File: src/rtl/unsigned_calc_seq.sv
// Multi-cycle unsigned ADD/SUB/MUL calculator built around a one-bit full adder and shift registers.
// Define UNSIGNED_CALC_SAT_EN to make ADD/SUB saturate instead of wrapping.
module unsigned_calc_seq #(
  parameter int WIDTH = 8
) (
  input  logic                 i_clk,
  input  logic                 i_rst,
  input  logic                 i_start,
  input  logic [1:0]           i_op,
  input  logic [WIDTH-1:0]     i_a,
  input  logic [WIDTH-1:0]     i_b,
  output logic                 o_busy,
  output logic                 o_done,
  output logic [2*WIDTH-1:0]   o_result,
  output logic                 o_carry,
  output logic [1:0]           o_dbg_state
);

  localparam int CW = (WIDTH > 1) ? $clog2(WIDTH) : 1;
  localparam logic [1:0] OP_ADD = 2'b00;
  localparam logic [1:0] OP_SUB = 2'b01;
  localparam logic [1:0] OP_MUL = 2'b10;

  typedef enum logic [1:0] {
    ST_IDLE = 2'd0,
    ST_RUN  = 2'd1,
    ST_DONE = 2'd2
  } state_t;

  // Handshake: i_start is a request sampled only outside RUN; o_busy marks
  // RUN; o_done is a one-cycle pulse during which o_result/o_carry are new.
  state_t state_q, state_d;

  logic [CW-1:0]        cnt_q, cnt_d;
  logic [WIDTH-1:0]     a_q, a_d;
  logic [WIDTH-1:0]     b_q, b_d;
  logic [WIDTH-1:0]     sum_q, sum_d;
  logic [1:0]           op_q, op_d;
  logic                 carry_q, carry_d;
  logic [2*WIDTH-1:0]   acc_q, acc_d;
  logic [2*WIDTH-1:0]   mcand_q, mcand_d;
  logic [2*WIDTH-1:0]   result_q, result_d;
  logic                 rcarry_q, rcarry_d;

  logic                 accept;
  logic                 last_step;
  logic                 fa_a, fa_b, fa_s, fa_co;
  logic [WIDTH-1:0]     sum_next;
  logic [2*WIDTH-1:0]   acc_next;

  assign accept    = (state_q != ST_RUN) && i_start;
  assign last_step = (state_q == ST_RUN) && (cnt_q == CW'(WIDTH - 1));

  // State register
  always_ff @(posedge i_clk) begin
    if (i_rst) begin
      state_q  <= ST_IDLE;
      cnt_q    <= '0;
      a_q      <= '0;
      b_q      <= '0;
      sum_q    <= '0;
      op_q     <= '0;
      carry_q  <= 1'b0;
      acc_q    <= '0;
      mcand_q  <= '0;
      result_q <= '0;
      rcarry_q <= 1'b0;
    end else begin
      state_q  <= state_d;
      cnt_q    <= cnt_d;
      a_q      <= a_d;
      b_q      <= b_d;
      sum_q    <= sum_d;
      op_q     <= op_d;
      carry_q  <= carry_d;
      acc_q    <= acc_d;
      mcand_q  <= mcand_d;
      result_q <= result_d;
      rcarry_q <= rcarry_d;
    end
  end

  // Next-state logic
  always_comb begin
    state_d = state_q;
    case (state_q)
      ST_IDLE: if (i_start) state_d = ST_RUN;
      ST_RUN:  if (last_step) state_d = ST_DONE;
      ST_DONE: state_d = i_start ? ST_RUN : ST_IDLE;
      default: state_d = ST_IDLE;
    endcase
  end

  // Bit-serial datapath: SUB reuses the adder as A + ~B + 1.
  always_comb begin
    fa_a     = a_q[0];
    fa_b     = b_q[0] ^ (op_q == OP_SUB);
    fa_s     = fa_a ^ fa_b ^ carry_q;
    fa_co    = (fa_a & fa_b) | (carry_q & (fa_a ^ fa_b));
    sum_next = {fa_s, sum_q[WIDTH-1:1]};
    acc_next = b_q[0] ? (acc_q + mcand_q) : acc_q;

    cnt_d    = cnt_q;
    a_d      = a_q;
    b_d      = b_q;
    sum_d    = sum_q;
    op_d     = op_q;
    carry_d  = carry_q;
    acc_d    = acc_q;
    mcand_d  = mcand_q;
    result_d = result_q;
    rcarry_d = rcarry_q;

    if (accept) begin
      a_d     = i_a;
      b_d     = i_b;
      op_d    = i_op;
      cnt_d   = '0;
      carry_d = (i_op == OP_SUB);
      sum_d   = '0;
      acc_d   = '0;
      mcand_d = {{WIDTH{1'b0}}, i_a};
    end else if (state_q == ST_RUN) begin
      a_d     = a_q >> 1;
      b_d     = b_q >> 1;
      cnt_d   = cnt_q + CW'(1);
      carry_d = fa_co;
      sum_d   = sum_next;
      acc_d   = acc_next;
      mcand_d = mcand_q << 1;
    end

    if (last_step) begin
      case (op_q)
        OP_ADD: begin
          result_d = {{WIDTH{1'b0}}, sum_next};
          rcarry_d = fa_co;
`ifdef UNSIGNED_CALC_SAT_EN
          if (fa_co) result_d = {{WIDTH{1'b0}}, {WIDTH{1'b1}}};
`endif
        end
        OP_SUB: begin
          result_d = {{WIDTH{1'b0}}, sum_next};
          rcarry_d = ~fa_co;
`ifdef UNSIGNED_CALC_SAT_EN
          if (!fa_co) result_d = '0;
`endif
        end
        OP_MUL: begin
          result_d = acc_next;
          rcarry_d = 1'b0;
        end
        default: begin
          result_d = '0;
          rcarry_d = 1'b0;
        end
      endcase
    end
  end

  // Outputs
  always_comb begin
    o_busy      = (state_q == ST_RUN);
    o_done      = (state_q == ST_DONE);
    o_result    = result_q;
    o_carry     = rcarry_q;
    o_dbg_state = state_q;
  end

endmodule

File: config.mk
export PLATFORM = sky130hd
export DESIGN_NAME = unsigned_calc_seq
export DESIGN_NICKNAME = d
export VERILOG_FILES = /design/src/rtl/unsigned_calc_seq.sv
export SDC_FILE = /design/constraint.sdc
export NUM_CORES = 1
export LEC_CHECK = 0
export ABC_AREA = 1
export CORE_UTILIZATION = 30
export CTS_CLUSTER_DIAMETER = 80
export DETAILED_ROUTE_END_ITERATION = 8
export DONT_BUFFER_PORTS = 1
export PLACE_DENSITY = 0.53
export SLEW_MARGIN = 20
export SYNTH_ARGS = -nofsm -noshare
export SYNTH_HDL_FRONTEND = slang
export SYNTH_SLANG_ARGS = --single-unit
File: constraint.sdc
create_clock -name i_clk -period 1.85 [get_ports i_clk]
set_clock_uncertainty 0.15 [all_clocks]
set_input_delay 0.37 -clock i_clk [delete_from_list [all_inputs] [get_ports i_clk]]
set_output_delay 0.37 -clock i_clk [all_outputs]
set_load 0.005 [all_outputs]
==> results.toml, run 1 <==
[power]
switchingPower_mw = 1.17
power_per_cell_area_mw_per_mm2 = 792
portion_of_total_power_attributed_to_the_clock_network_pct = 43.1
finalPower_mw = 4.30
share_comb_of_total_power_pct = 14.1
vdd_ir_drop_max_v = 0.000445
leakagePower_nw = 2.45
internal-power_mw = 3.13
power.switching_fraction_pct = 27.3
share_seq_of_total_power_pct = 42.8

[synthesis]
yosys_warnings = 0
synth_top_cell_area_share_pct = 37.1
syn_area_per_cell_um2 = 6.64
mappedNetlistArea_mm2 = 0.00432
post_synth_top_cells = "224 x nand2_1, 110 x inv_1, 80 x dfxtp_1, 63 x a21oi_1, 31 x nand3_1"
yosys_top_cell_by_area = "dfxtp_1"
yosys-top-cells-area = "dfxtp_1 37%, nand2_1 19%, inv_1 9.6%, a21oi_1 7.3%, ha_1 4.9%"
main_combinational_cell_family_by_area_after_synthesis = "simple AND/OR/NAND/NOR gates"
synth_fp_nets = 690
synth_edf_count = 0
synth_fa_ha_area_share_pct = 5.86
synth.mux.area_fraction_pct = 0
synth_flop_cell = "dfxtp_1"
fraction_of_synthesis_flops_using_an_asynchronous_set_or_reset_pin_pct = 0
synth.lib_cells_used.distinct = 32
yosys.area_share.xor_xnor_pct = 1.62
simple_gate_portion_of_the_synthesized_area_pct = 28.3
synth-compound-area-share_pct = 14.4
synth-seq-area-share_pct = 37.1
syn_inst = 650
synth_most_common_cell = "nand2_1"
synth-seq-cells = 80

[cts]
clock-root-buffer = "clkbuf_16"
clkLatencyLatePin_ns = 0.34
h_tree_levels = 3
cts-hold-fix-buffers = 2
cts_tree = "built"
buffers_from_clock_root_to_sink_at_most = 2
numCtsBuffers = 9
cts.sinks = 80
clk_pin_slew_worst_setup_hold_paths_ns = 0.06

[timing]
period_needed_ns = 1.86
final.setup.worst_slack_ns = -0.0112
hold_slack_ns = -0.0690
fmax_ghz = 0.537
setup_viol = 3
finalHoldViolations = 19
relSlewSlack_pct = 75.2
rsz0062_at_grt = "yes"
slew_violations = 0
worst_pin_slew_ns = 0.368
finalSetupTns_ns = -0.0209
period_share_pct = 101

[global_route]
maximum_number_of_pins_on_one_net_before_global_route_repair = 33
grt_pass1_wl_um = 19200
globalRoute.totalOverflow = 0
antenna_violations_before_repair = 0
grtUsageTotal_pct = 16.5
grt_pass1_vias = 4015

[hold_path]
worstHoldPathType = "input port to flop"
whs_path_depth = 1

[place]
gp_routability_congestion = 0.894
post-dp-hpwl_um = 8100
port_buffers = 0

[floorplanning]
row_count = 43
core_mm2 = 0.0139
chipHeight_um = 122
die_width_um = 122
design.die.area_mm2 = 0.0149
initial_core_util_pct = 31.0
io-pin-count = 42

[final_layout]
syn_to_final_growth_pct = 25.9
antennaDiodeCount = 0
final_net_count = 720
final_layout_size_suffix_gt1_share_pct = 20.4
final.fill_count = 1427

[detailed_routing]
vias_per_cell = 4.79
drt_first_pass_iters = 5
routed_length_per_instance_um = 13.6
post-route-drc-count = 0
number_of_nets_with_antenna_violations_after_routing = 0
num_vias = 4144
drt_iter0_drc = 206
wl_um = 11700

[setup_path]
worstPathArrival_ns = 1.96
cp-end-kind = "flop"
worstSetupStartpointType = "flop"
cp.required_ns = 1.95
crit_path_max_fanout = 3
worst-r2r-cell-count = 13
timing.setup.critical_path_class = "flop to flop"

[run_status]
violations = "hold timing, setup timing"
status = "finished, violations left"

[run]
max-cap-violations = 0
[power by group through the flow]
stage	clock network (mW)	logic [mW]	registers (mW)
3_3_place_gp	0	0.530	1.86
3_5_place_dp	0	0.541	1.86
6_report	1.85	0.608	1.84
4_1_cts	1.90	0.569	1.83
2_1_floorplan	0	0.383	1.85
5_1_grt	1.96	0.681	1.85
[final cells by class]
cell class	count	area, um^2	share of cell area (%)
sequential	80	1620	29.8
inverter	117	444	8.17
clock inverter	5	62.6	1.15
tap	180	225	4.14
timing repair buffer	42	324	5.96
multi-input combinational	430	2510	46.3
clock buffer	11	243	4.47
[through the flow]
| step | instances | area (um^2) | utilization [%] | setup slack [ns] |
|---|---|---|---|---|
| after floorplan | 650 | 4320 | - | 0.00915 |
| after global placement | 844 | 4710 | 33.8 | -0.104 |
| after detailed placement | 844 | 4710 | 33.8 | -0.155 |
| after CTS | 864 | 5210 | 37.4 | 0.0106 |
| after global routing | 865 | 5430 | 39.0 | -0.157 |
| final | 865 | 5430 | 39.0 | -0.0112 |
[per-layer routing]
metal | part of all wire [%] | GRT usage [%] | routed length, um
met4 | 2.1 | 5.48 | 241
met3 | 4.7 | 4.35 | 552
met5 | 0 | 0 | 0
met2 | 47 | 27.9 | 5530
met1 | 46 | 20.2 | 5420
[cell usage in the layout (no fill, tap or decap), drive strengths merged, types with 2 or more instances in the layout]
cell type / instances
o21ai: 15
a21oi: 63
dlygate4sd3: 2
o221ai: 16
clkinvlp: 2
clkbuf: 11
inv: 118
fa: 2
dfxtp: 80
xor2: 3
o211ai: 6
nor3: 5
buf: 40
o22ai: 2
nor2: 31
ha: 17
nand3: 31
xnor2: 5
a31oi: 4
nand2: 226
[state kept, by name, summed over array words and instances, names as in the netlist]
name         flops
mcand_q         16
acc_q           16
op_q             2
o_carry          1
sum_q            7
a_q              8
b_q              8
carry_q          1
o_dbg_state      2
cnt_q            3
o_result        16
[worst max-delay path, cell delays in order, from the launching register on]
cell and delay [ns]:
dfxtp_2 0.35, ha_4 0.14, inv_2 0.03, fa_2 0.32
inv_2 0.08, nand3_2 0.09, nand2_4 0.09, nand3_2 0.09
nand4_1 0.11, nand3_2 0.09, nand2_1 0.07, nand2_1 0.05
nand2_1 0.06, inv_1 0.03
[kinds of logic (layout without fill, tap and decap cells)]
kind of cell    Yosys count  after routing
fa+ha+maj                19             19
flops                    80             80
simple gates            296            296
buf+inv                 140            175
compound gates          107            107
xor+xnor                  8              8
[path summary, 6_finish.rpt]
kind	start	endpoint	slack, ns
hold reg to reg	a_q[7]	a_q[7]	0.31
setup reg to reg	acc_q[0]	acc_q[12]	-0.01
setup / recovery	acc_q[0]	acc_q[12]	-0.01
hold / removal	i_rst	mcand_q[0]	-0.07
[repair_timing]
item,CTS,global route
endpoints found under the hold margin,21,19
endpoints found under the setup margin,26,41
gates resized for setup,30,57
pin swaps,2,14
setup buffers,2,1
(Power assumes the default switching activity.)
==> run 2, diff against run 1 <==
HOLD_SLACK_MARGIN = 0.12   (was default)
==> run 2 against run 1 <==
Net effect:
- the run still ends with hold timing, setup timing left
- hold slack barely moved
- via count increased by 1.4%
- flip-flop and latch count is the same
- non-clock buffer count increased by 11
- largest cell class unchanged
==> results.toml, run 2 (same netlist as run 1, synthesis figures left out) <==
[run_status]
status = "finished, violations left"
violations = "hold timing, setup timing"

[floorplanning]
initial_core_util_pct = 31.0
chipHeight_um = 122
io-pin-count = 42
core_mm2 = 0.0139
row_count = 43
design.die.area_mm2 = 0.0149
die_width_um = 122

[final_layout]
antennaDiodeCount = 0
commonest_cells_after_routing_fill_and_taps_aside = "209 x nand2_1, 107 x inv_1, 66 x dfxtp_1"
syn_to_final_growth_pct = 28.4
final_layout_size_suffix_gt1_share_pct = 20.1
final_cell_area_mm2 = 0.00554
layout.cells.most_common = "nand2_1"
final_net_count = 731

[global_route]
grtUsageTotal_pct = 16.6
maximum_number_of_pins_on_one_net_before_global_route_repair = 33
globalRoute.totalOverflow = 0
grt_pass1_vias = 4064
grt_pass1_wl_um = 19400
antenna_violations_before_repair = 0

[timing]
finalHoldViolations = 19
rsz0062_at_grt = "yes"
setup_viol = 3
fmax_ghz = 0.537
period_share_pct = 101
final.setup.worst_slack_ns = -0.0132
hold_slack_ns = -0.0689
slew_violations = 0
period_needed_ns = 1.86
worst_pin_slew_ns = 0.357
relSlewSlack_pct = 76.0

[power]
portion_of_total_power_attributed_to_the_clock_network_pct = 42.9
finalPower_mw = 4.32
vdd_ir_drop_max_v = 0.000451
internal-power_mw = 3.14
switchingPower_mw = 1.18
share_seq_of_total_power_pct = 42.6
share_comb_of_total_power_pct = 14.5
power_per_cell_area_mw_per_mm2 = 780
power.switching_fraction_pct = 27.2
leakagePower_nw = 2.49

[setup_path]
regToRegSetupSlack_ns = -0.01
cp-end-kind = "flop"
cp.required_ns = 1.95
worstSetupStartpointType = "flop"
worst-r2r-cell-count = 13
rr_endpoint = "acc_q[12]"
worstPathArrival_ns = 1.96
timing.rr.start = "acc_q[0]"
crit_path_max_fanout = 3
timing.setup.critical_path_class = "flop to flop"

[place]
placed_area_mm2 = 0.00471
gp_routability_congestion = 0.894
dp_slack_ns = -0.155
post-dp-hpwl_um = 8100
port_buffers = 0

[hold_path]
worstHoldPathType = "input port to flop"
whs_path_depth = 1
min-delay-start = "i_rst"
min_delay_endpoint = "mcand_q[0]"

[cts]
clk_pin_slew_worst_setup_hold_paths_ns = 0.06
clkLatencyLatePin_ns = 0.34
buffers_from_clock_root_to_sink_at_most = 2
h_tree_levels = 3
cts.sinks = 80
cts_tree = "built"
numCtsBuffers = 9
cts-hold-fix-buffers = 13
clock-root-buffer = "clkbuf_16"

[detailed_routing]
met2_wirelength_um = 5660
vias_per_cell = 4.79
drt_first_pass_iters = 5
routed-wl-met3_um = 571
wl_um = 11800
wl_met1_um = 5380
num_vias = 4200
top_layer_used = "met4"
routed_length_per_instance_um = 13.5
number_of_nets_with_antenna_violations_after_routing = 0
drt_iter0_drc = 218
post-route-drc-count = 0

[run]
max-cap-violations = 0
run 2: per-layer routing:
metal / vias up / GRT usage, %
met1: 1964 / 20.2
met2: 87 / 28.4
li1: 2132 / -
met5: - / 0
met3: 17 / 4.26
met4: 0 / 5.48
run 2: how the worst max path moves through the flow:
stage / cells after the start / end / slack [ns] / startpoint
finish: 13 / acc_q[12] / -0.01 / acc_q[0]
global route: 13 / acc_q[8] / -0.16 / acc_q[0]
CTS: 13 / acc_q[15] / 0.01 / acc_q[10]
detailed placement: 13 / acc_q[10] / -0.15 / mcand_q[0]
global placement: 13 / acc_q[8] / -0.10 / acc_q[0]
floorplan: 13 / acc_q[8] / 0.009 / mcand_q[0]
run 2: through the flow:
stage	utilization, %	std cells	TNS, ns	hold slack, ns
2_1_floorplan	-	650	0	0.289
3_3_place_gp	33.8	844	-0.914	0.292
3_5_place_dp	33.8	844	-1.77	0.294
4_1_cts	38.2	875	0	-0.0783
5_1_grt	39.8	876	-1.74	-0.0799
6_report	39.8	876	-0.0267	-0.0689
run 2: what timing repair did:
item,in CTS,in global routing
setup buffers,2,1
hold endpoints to repair,35,21
pin swaps,2,14
gates cloned,0,0
setup endpoints to repair,26,41
resized for setup,30,57
run 2: cell type report:
cell class / count / area (um^2)
Clock inverter: 5 / 62.6
Fill cell: 1426 / 8390
Clock buffer: 11 / 243
Sequential cell: 80 / 1620
Multi-Input combinational cell: 430 / 2510
Tap cell: 180 / 225
Timing Repair Buffer: 53 / 434
Inverter: 117 / 444
run 2: worst max-delay path, stage by stage (launching register included):
cell and delay, ns:
dfxtp_2 0.35, ha_4 0.14, inv_2 0.03, fa_2 0.32
inv_2 0.08, nand3_2 0.09, nand2_4 0.09, nand3_2 0.09
nand4_1 0.11, nand3_2 0.09, nand2_1 0.07, nand2_1 0.05
nand2_1 0.06, inv_1 0.03
run 2: power groups by stage:
| stage | sequential (mW) | clock (mW) | combinational (mW) |
|---|---|---|---|
| 2_1_floorplan | 1.85 | 0 | 0.383 |
| 3_3_place_gp | 1.86 | 0 | 0.530 |
| 3_5_place_dp | 1.86 | 0 | 0.541 |
| 4_1_cts | 1.83 | 1.90 | 0.589 |
| 5_1_grt | 1.85 | 1.96 | 0.702 |
| 6_report | 1.84 | 1.85 | 0.628 |
==> run 3, diff against run 2 <==
CORE_ASPECT_RATIO = 0.5   (was default)
CORE_UTILIZATION = 43   (was 30)
PLACE_DENSITY = 0.68   (was 0.53)
==> run 3 against run 2 <==
Net effect:
- sequential power is essentially flat
- combinational power shrank 1%
- maximum frequency grew 2.1%
- highest routed layer unchanged
- total power shrank 1.6%
- critical endpoint is now acc_q[8]
- the run ends with hold timing left
- setup slack gained 0.039 ns
- non-clock buffer count shrank 4
- global-route usage grew 6.1 points
- register-to-register slack gained 0.04 ns
- hold slack gained 0.0060 ns
- largest cell class unchanged
- die area shrank 30%
- critical path depth is the same
==> results.toml, run 3 (same netlist as run 1, synthesis figures left out) <==
[run_status]
status = "finished, violations left"
violations = "hold timing"

[detailed_routing]
wl_um = 11300
drt_iter0_drc = 275
drt_first_pass_iters = 5
routed_length_per_instance_um = 13.7
post-route-drc-count = 0
vias_per_cell = 5.02
num_vias = 4152
number_of_nets_with_antenna_violations_after_routing = 0

[global_route]
grt_pass1_wl_um = 18200
maximum_number_of_pins_on_one_net_before_global_route_repair = 55
globalRoute.totalOverflow = 0
grt_pass1_vias = 3851
antenna_violations_before_repair = 0
grtUsageTotal_pct = 22.7

[place]
cell_count_after_placement = 798
placed_area_mm2 = 0.00466
post-dp-hpwl_um = 7530
gp_routability_congestion = 0.880
port_buffers = 0
dp_slack_ns = -0.137

[power]
vdd_ir_drop_max_v = 0.000471
internal-power_mw = 3.10
finalPower_mw = 4.25
share_comb_of_total_power_pct = 14.6
power.switching_fraction_pct = 27.1
leakagePower_nw = 2.48
power_per_cell_area_mw_per_mm2 = 784
portion_of_total_power_attributed_to_the_clock_network_pct = 42.1
share_seq_of_total_power_pct = 43.3
switchingPower_mw = 1.15

[timing]
rsz0062_at_grt = "yes"
setup_viol = 0
fmax_ghz = 0.548
worst_pin_slew_ns = 0.623
final.setup.worst_slack_ns = 0.0253
slew_violations = 0
period_needed_ns = 1.82
finalHoldViolations = 20
hold_slack_ns = -0.0629
finalSetupTns_ns = 0
relSlewSlack_pct = 58.4
period_share_pct = 98.6

[final_layout]
final_cell_area_mm2 = 0.00543
commonest_cells_after_routing_fill_and_taps_aside = "214 x nand2_1, 108 x inv_1, 63 x dfxtp_1"
syn_to_final_growth_pct = 25.7
antennaDiodeCount = 0
final.fill_count = 907
number_of_standard_cells_in_the_final_layout_excluding_fillers = 827
final_layout_size_suffix_gt1_share_pct = 18.6
layout.cells.most_common = "nand2_1"
final_net_count = 727

[floorplanning]
io-pin-count = 42
die_width_um = 144
core_mm2 = 0.00960
design.die.area_mm2 = 0.0105
initial_core_util_pct = 45.0
row_count = 25
chipHeight_um = 72.8

[setup_path]
cpMostUsedCell = "nand2_1"
crit_path_max_fanout = 3
cp_cell_sequence = "ha_4, inv_2, fa_2, inv_2, nand3_2, nand2_4, a21oi_2, xor2_1, nand2_1, nand2_1, nand2_1, nand2_1, inv_1"
worstPathArrival_ns = 1.92
critical_path.top_delay_family = "adder cells"
crit_buf_inv = 3
cp-end-kind = "flop"
timing.critical_path.slowest_cell_delay_ns = 0.35
cp.required_ns = 1.94
worstSetupStartpointType = "flop"
timing.setup.critical_path_class = "flop to flop"
critPathSlowestCell = "dfxtp_2"

[cts]
h_tree_levels = 3
clkLatencyLatePin_ns = 0.34
cts_tree = "built"
buffers_from_clock_root_to_sink_at_most = 2
cts.sinks = 80
clk_pin_slew_worst_setup_hold_paths_ns = 0.06
clock-root-buffer = "clkbuf_16"
cts-hold-fix-buffers = 11
numCtsBuffers = 9

[run]
max-cap-violations = 0

[hold_path]
worstHoldPathType = "input port to flop"
run 3: through the flow:
step | hold slack (ns) | util (%)
finish | -0.0629 | 56.5
global route | -0.0787 | 56.5
CTS | -0.0699 | 54.7
detailed placement | 0.294 | 48.6
global placement | 0.293 | 48.6
floorplan | 0.289 | -
run 3: area by class of cell:
class | count | area (um^2) | area share (%)
clock buffers | 9 | 225 | 4.15
clock inverters | 7 | 70.1 | 1.29
inverters | 117 | 444 | 8.19
multi-input cells | 430 | 2450 | 45.1
flip-flops and latches | 80 | 1620 | 29.9
well taps | 135 | 169 | 3.11
repair buffers | 49 | 445 | 8.21
run 3: repair_timing:
item	4_1_cts	5_1_grt
hold endpoints to repair	32	22
endpoints found under the setup margin	22	25
resized for setup	32	43
setup buffers	1	0
cloned	0	1
pin swaps	3	6
run 3: power by group through the flow:
stage	Clock, mW	Combinational (mW)	Sequential (mW)
floorplan	0	0.383	1.85
global placement	0	0.522	1.86
detailed placement	0	0.530	1.86
CTS	1.82	0.585	1.83
global route	1.90	0.689	1.85
finish	1.79	0.620	1.84
run 3: worst paths after layout:
kind / from / end / slack (ns) / depth (start not counted)
max: acc_q[0] / acc_q[8] / 0.03 / 13
min: i_rst / o_result[10] / -0.06 / 1
max reg2reg: acc_q[0] / acc_q[8] / 0.03 / 13
min reg2reg: b_q[7] / b_q[7] / 0.31 / 2
run 3: per-layer routing:
| metal | wire length, um | GRT usage, % |
|---|---|---|
| met2 | 5170 | 38.6 |
| met3 | 579 | 5.71 |
| met5 | 0 | 0 |
| met1 | 5440 | 29.1 |
| met4 | 108 | 5.32 |
